<file path="src/rtl/pc_gen_if.sv">
// Fetch-port bundle between the PC generator and instruction memory.
interface pc_gen_if #(
    parameter int unsigned XLEN = 32
);
    logic            fetch_valid;
    logic            fetch_ready;
    logic [XLEN-1:0] pc;
    logic [XLEN-1:0] pc_plus;

    modport master (
        output fetch_valid,
        output pc,
        output pc_plus,
        input  fetch_ready
    );

    modport slave (
        input  fetch_valid,
        input  pc,
        input  pc_plus,
        output fetch_ready
    );
endinterface

</file>
<file path="src/rtl/pc_gen.sv">
// Fetch-stage program counter generator.
// Holds the fetch PC and selects the next value from trap, branch, jump-register,
// return-stack or sequential sources. A small circular return-address stack
// predicts return targets.
module pc_gen #(
    parameter int unsigned    XLEN       = 32,
    parameter int unsigned    INST_BYTES = 4,
    parameter logic [XLEN-1:0] RESET_VEC = '0,
    parameter int unsigned    RAS_DEPTH  = 4
) (
    input  logic            CLK,
    input  logic            RST,
    pc_gen_if.master        fif,
    input  logic            halt,
    input  logic            trap,
    input  logic [XLEN-1:0] trap_vec,
    input  logic            br_taken,
    input  logic [XLEN-1:0] br_pc,
    input  logic [XLEN-1:0] br_offset,
    input  logic            jr_taken,
    input  logic [XLEN-1:0] jr_target,
    input  logic            call,
    input  logic [XLEN-1:0] call_ret,
    input  logic            ret,
    output logic            ras_empty,
    output logic            ras_err,
    output logic            misalign
);
    localparam int unsigned    PTR_W    = $clog2(RAS_DEPTH);
    localparam int unsigned    CNT_W    = $clog2(RAS_DEPTH + 1);
    localparam logic [XLEN-1:0] STEP    = XLEN'(INST_BYTES);
    localparam logic [XLEN-1:0] LOW_MASK = XLEN'(INST_BYTES - 1);
    localparam logic [CNT_W-1:0] FULL   = CNT_W'(RAS_DEPTH);

    typedef enum logic [1:0] {
        BOOT   = 2'd0,
        RUN    = 2'd1,
        HALTED = 2'd2
    } state_t;

    state_t           state;
    logic [XLEN-1:0]  pc_q;
    logic             valid_q;
    logic             ras_err_q;
    logic             misalign_q;
    logic [XLEN-1:0]  ras [RAS_DEPTH];
    logic [PTR_W-1:0] top;
    logic [CNT_W-1:0] count;

    logic             active;
    logic             hard_redir;
    logic             ret_win;
    logic             do_pop;
    logic             ret_fail;
    logic             do_push;
    logic             redirect;
    logic             accept;
    logic [XLEN-1:0]  br_target;
    logic [XLEN-1:0]  raw_target;

    assign fif.pc          = pc_q;
    assign fif.pc_plus     = pc_q + STEP;
    assign fif.fetch_valid = valid_q;
    assign ras_empty       = (count == '0);
    assign ras_err         = ras_err_q;
    assign misalign        = misalign_q;

    // Redirect arbitration and RAS push/pop decisions for this cycle.
    always_comb begin
        active     = (state != BOOT);
        hard_redir = active & (trap | br_taken | jr_taken);
        ret_win    = (state == RUN) & ret & ~(trap | br_taken | jr_taken);
        do_pop     = ret_win & (count != '0);
        ret_fail   = ret_win & (count == '0);
        do_push    = active & call;
        redirect   = hard_redir | do_pop;
        accept     = valid_q & fif.fetch_ready;
        br_target  = br_pc + br_offset;
        raw_target = ras[top];
        if (trap) begin
            raw_target = trap_vec;
        end else if (br_taken) begin
            raw_target = br_target;
        end else if (jr_taken) begin
            raw_target = jr_target;
        end
    end

    // FSM, PC register and status pulses.
    always_ff @(posedge CLK or posedge RST) begin
        if (RST) begin
            state      <= BOOT;
            pc_q       <= RESET_VEC;
            valid_q    <= 1'b0;
            ras_err_q  <= 1'b0;
            misalign_q <= 1'b0;
        end else begin
            ras_err_q  <= ret_fail;
            misalign_q <= redirect & (|(raw_target & LOW_MASK));

            if (redirect) begin
                pc_q <= raw_target & ~LOW_MASK;
            end else if (accept) begin
                pc_q <= pc_q + STEP;
            end

            case (state)
                BOOT: begin
                    state   <= RUN;
                    valid_q <= 1'b1;
                end
                RUN: begin
                    // halt only takes effect on a plain sequential accept
                    if (!redirect && accept && halt) begin
                        state   <= HALTED;
                        valid_q <= 1'b0;
                    end
                end
                HALTED: begin
                    if (hard_redir) begin
                        state   <= RUN;
                        valid_q <= 1'b1;
                    end
                end
                default: begin
                    state   <= BOOT;
                    valid_q <= 1'b0;
                end
            endcase
        end
    end

    // Return-address stack: pop-then-push when both happen in one cycle.
    always_ff @(posedge CLK or posedge RST) begin
        if (RST) begin
            top   <= PTR_W'(RAS_DEPTH - 1);
            count <= '0;
            for (int unsigned i = 0; i < RAS_DEPTH; i++) begin
                ras[i] <= '0;
            end
        end else begin
            if (do_push && do_pop) begin
                ras[top] <= call_ret;
            end else if (do_push) begin
                // when full, top+1 is the oldest entry and gets overwritten
                ras[top + PTR_W'(1)] <= call_ret;
                top                  <= top + PTR_W'(1);
                if (count != FULL) begin
                    count <= count + CNT_W'(1);
                end
            end else if (do_pop) begin
                top   <= top - PTR_W'(1);
                count <= count - CNT_W'(1);
            end
        end
    end
endmodule

</file>
<file path="src/flat_wrapper.sv">
// flat-port wrapper written by rule: the top's interface ports become plain ports
module pc_gen_flat 
#(
    parameter int unsigned    XLEN       = 32,
    parameter int unsigned    INST_BYTES = 4,
    parameter logic [XLEN-1:0] RESET_VEC = '0,
    parameter int unsigned    RAS_DEPTH  = 4
)
  (CLK, RST, halt, trap, trap_vec, br_taken, br_pc, br_offset, jr_taken, jr_target, call, call_ret, ret, ras_empty, ras_err, misalign, fif_fetch_valid, fif_pc, fif_pc_plus, fif_fetch_ready);
  pc_gen_if #(.XLEN(XLEN)) fif_i ();
  input  logic CLK;
  input  logic RST;
  input  logic halt;
  input  logic trap;
  input  logic [XLEN-1:0] trap_vec;
  input  logic br_taken;
  input  logic [XLEN-1:0] br_pc;
  input  logic [XLEN-1:0] br_offset;
  input  logic jr_taken;
  input  logic [XLEN-1:0] jr_target;
  input  logic call;
  input  logic [XLEN-1:0] call_ret;
  input  logic ret;
  output logic ras_empty;
  output logic ras_err;
  output logic misalign;
  output wire logic [$bits(fif_i.fetch_valid)-1:0] fif_fetch_valid;
  output wire logic [$bits(fif_i.pc)-1:0] fif_pc;
  output wire logic [$bits(fif_i.pc_plus)-1:0] fif_pc_plus;
  input wire logic [$bits(fif_i.fetch_ready)-1:0] fif_fetch_ready;
  assign fif_fetch_valid = fif_i.fetch_valid;
  assign fif_pc = fif_i.pc;
  assign fif_pc_plus = fif_i.pc_plus;
  assign fif_i.fetch_ready = fif_fetch_ready;
  pc_gen #(.XLEN(XLEN), .INST_BYTES(INST_BYTES), .RESET_VEC(RESET_VEC), .RAS_DEPTH(RAS_DEPTH)) u_core (.CLK(CLK), .RST(RST), .fif(fif_i), .halt(halt), .trap(trap), .trap_vec(trap_vec), .br_taken(br_taken), .br_pc(br_pc), .br_offset(br_offset), .jr_taken(jr_taken), .jr_target(jr_target), .call(call), .call_ret(call_ret), .ret(ret), .ras_empty(ras_empty), .ras_err(ras_err), .misalign(misalign));
endmodule
</file>
<file path="config.mk">
export PLATFORM = sky130hd
export DESIGN_NAME = pc_gen_flat
export DESIGN_NICKNAME = d
export VERILOG_FILES = /design/src/rtl/pc_gen_if.sv /design/src/rtl/pc_gen.sv /design/src/flat_wrapper.sv
export SDC_FILE = /design/constraint.sdc
export NUM_CORES = 1
export LEC_CHECK = 0
export CAP_MARGIN = 10
export CORE_MARGIN = 1
export CORE_UTILIZATION = 52
export DETAILED_ROUTE_END_ITERATION = 10
export PLACE_DENSITY = 0.9
export SETUP_SLACK_MARGIN = 0.3
export SLEW_MARGIN = 5
export SYNTH_ARGS = -nofsm -noshare
export SYNTH_HDL_FRONTEND = slang
export SYNTH_SLANG_ARGS = --single-unit
</file>
<file path="constraint.sdc">
create_clock -name CLK -period 6.2 [get_ports CLK]
set_clock_uncertainty 0.05 [all_clocks]
set_input_delay 0.93 -clock CLK [delete_from_list [all_inputs] [get_ports CLK]]
set_output_delay 0.93 -clock CLK [all_outputs]
set_load 0.02 [all_outputs]
</file>
==> impl_metrics.env <==
export IMPL_setup_ws_ns=1.89
export IMPL_detail_route_antenna_nets=0
export IMPL_io_pins=237
export IMPL_synth_edf_count=0
export IMPL_cts_root_buf="clkbuf_16"
export IMPL_hold_depth=1
export IMPL_r2r_slack_ns=2.59
export IMPL_period_minus_slack_ns=4.31
export IMPL_synthFlopType="dfrtp_1"
export IMPL_switchingPower_mw=1.90
export IMPL_final_cell_area_sq_um=14100
export IMPL_pre_cts_ws_ns=1.90
export IMPL_netlist_instances=1034
export IMPL_total_power_mw=5.42
export IMPL_path_max_fanout=7
export IMPL_hold_violations=0
export IMPL_postCtsHoldBufs=0
export IMPL_cts_resized=0
export IMPL_syn_to_final_growth_pct=27.4
export IMPL_fin_hold_ws_ns=0.455
export IMPL_rr_endpoint="u_core.ras[6]"
export IMPL_yosysWarnings=0
export IMPL_synth_distinct_cells=82
export IMPL_rows=52
export IMPL_die_h_um=148
export IMPL_drive_gt1_frac=0.199
export IMPL_routed_wirelength_mm=31.0
export IMPL_numPortBuffers=232
export IMPL_status="finished clean"
export IMPL_r2r_start="u_core.state[0]"
export IMPL_overflow=0
export IMPL_setup_viol=0
export IMPL_crit_slowest_cell="clkdlybuf4s50_1"
export IMPL_clk_path_buf_depth=2
export IMPL_most_common_layout_cells="clkdlybuf4s50_1 (229), dfrtp_1 (166), mux2_2 (138)"
export IMPL_clock_latency_ns=0.43
export IMPL_cts_buffers=17
export IMPL_post_cts_setup_buffers=0
export IMPL_reg2reg_depth=8
export IMPL_hpwlAfterDp_mm=23.3
export IMPL_p_seq_frac=0.374
export IMPL_slowest_delay_ns=0.63
export IMPL_fillCellCount=1549
export IMPL_vdd_drop_max_mv=0.234
export IMPL_die_w_um=148
export IMPL_p_per_area_nw_per_um2=385
export IMPL_tns_ns=0
export IMPL_grt_pass1_wl_mm=49.1
export IMPL_via_count=9075
export IMPL_start_kind="flip-flop"
export IMPL_synth_area_leader_cell="dfrtp_1"
export IMPL_viasPerCell=5.98
export IMPL_dieArea_sq_um=21900
export IMPL_antenna_found_initial=3
export IMPL_grt_pass1_vias=9113
export IMPL_clkSinkCount=168
export IMPL_dr_pass1_iters=5
export IMPL_htreeDepth=4
export IMPL_synth_area_sq_um=11100
export IMPL_clock_power_share=0.193
export IMPL_relSlewSlack=0.349
export IMPL_synth_async_sr_flop_share=1.00
export IMPL_placed_cell_area_sq_um=13500
export IMPL_min_delay_path_class="flip-flop to flip-flop"
export IMPL_grt_total_usage=0.292
export IMPL_worst_ep_required_time_ns=5.22
export IMPL_cp_cell_sequence="ha_1, nand3_2, or2_1, nor4_4, nand2_1, nor2_1, xor2_1, clkdlybuf4s50_1"
export IMPL_slew_viol_final=0
export IMPL_cts_tree="yes"
export IMPL_ys_seq_elements=168
export IMPL_path_class="flip-flop to primary output"
export IMPL_grt_max_degree=112
export IMPL_fmaxAchievable_mhz=232
export IMPL_final_cell_count_no_fill=1518
export IMPL_drv_cap=0
export IMPL_core_area_sq_um=20600
export IMPL_synthTopCellsByArea="dfrtp_1 (38%), mux2_2 (14%), mux4_2 (6.1%)"
export IMPL_routedWlPerCell_um=20.4
export IMPL_initial_core_util=0.538
export IMPL_worst_pin_slew_ns=0.976
export IMPL_drt_iter0_markers=674
export IMPL_rsz0062_at_grt="false"
export IMPL_synth_top_area_frac=0.376
export IMPL_p_leak_nw=5.68
export IMPL_multi_input_area_sq_um=6500
export IMPL_syn_area_per_cell_sq_um=10.7
export IMPL_ff_latch_area_sq_um=4210
export IMPL_crit_path_end_kind="primary output"
export IMPL_layout_commonest_cell="clkdlybuf4s50_1"
export IMPL_whs_endpoint="u_core.ras[2]"
export IMPL_gp_congestion=0.930
export IMPL_ys_seq_area_frac=0.380
export IMPL_hold_start="u_core.ras[2]"
export IMPL_final_nets=1443
export IMPL_finalCoreUtilization=0.685
export IMPL_post_route_drc_count=0
export IMPL_intPower_mw=3.52
export IMPL_p_comb_frac=0.433
export IMPL_critPathArrivalTime_ns=3.33
export IMPL_swShare=0.350
export IMPL_post_route_period_util=0.695
export IMPL_place_inst=1484
export IMPL_path_clk_slew_ns=0.07
routing by layer:
layer	up-vias	track usage	routed length (um)
li1	4201	-	-
met1	4421	0.374	12800
met2	388	0.492	15200
met3	65	0.0500	1940
met4	0	0.120	1030
met5	-	0	0
how the worst max path moves through the flow:
| stage | startpoint | to | slack, ns |
|---|---|---|---|
| floorplan | RST | u_core.count[0] | 0.68 |
| global placement | br_taken | u_core.ras[10] | 1.96 |
| detailed placement | br_taken | u_core.ras[0] | 1.90 |
| CTS | u_core.fif.pc[2] | fif_pc_plus[28] | 1.88 |
| global route | u_core.fif.pc[2] | fif_pc_plus[26] | 1.73 |
| finish | u_core.fif.pc[2] | fif_pc_plus[28] | 1.89 |
synth_stat cells, drive strengths merged (15+ instances only):
cell type  number
a211oi         35
xor2           34
inv            18
a21oi          54
nor3           15
buf            36
nand3          23
o21ai          46
mux2          138
ha             39
mux4           30
nor2           62
clkbuf         29
a21o           24
nor2b          18
dfrtp         166
nand2          60
xnor2          44
mux2i          18
power groups by stage:
stage / clock, mW / combinational, mW / sequential [mW]
floorplan: 0 / 1.67 / 1.89
detailed placement: 0 / 2.33 / 2.04
global route: 1.11 / 2.52 / 2.10
global placement: 0 / 2.26 / 1.98
finish: 1.05 / 2.35 / 2.03
CTS: 1.06 / 2.35 / 2.02
layout make-up:
class | instances | area share
diodes | 3 | 0.000533
multi-input cells | 785 | 0.461
clock inverters | 11 | 0.00799
inverters | 19 | 0.00542
repair buffers | 242 | 0.169
clock buffers | 20 | 0.0331
flip-flops and latches | 168 | 0.298
well taps | 270 | 0.0240
kinds of logic after synthesis:
kind of cell / count (synthesis) / synth area share
AND/OR/NAND/NOR: 248 / 0.119
other: 1 / 0.000339
adder cells (fa/ha/maj): 41 / 0.0477
flip-flops: 168 / 0.380
XOR/XNOR: 78 / 0.0618
AO/OA/AOI/OAI: 228 / 0.138
buffers and inverters: 84 / 0.0350
multiplexers: 186 / 0.218
state kept, by name (all words and copies together) (netlist names):
name and cells:
u_core.misalign 1, u_core.state 2, u_core.fif.pc 30, u_core.ras 128, u_core.count 3, u_core.ras_err 1, u_core.fif.fetch_valid 1, u_core.top 2
worst max-delay path, delay by kind of cell (launching register included):
kind	cells	cell delay, ns
and+or+nand+nor	5	1.42
buffers and inverters	1	0.63
DFF	1	0.43
adders and majority gates	1	0.24
xor gates and xnor gates	1	0.17
Power figures use the tool's default switching activity.
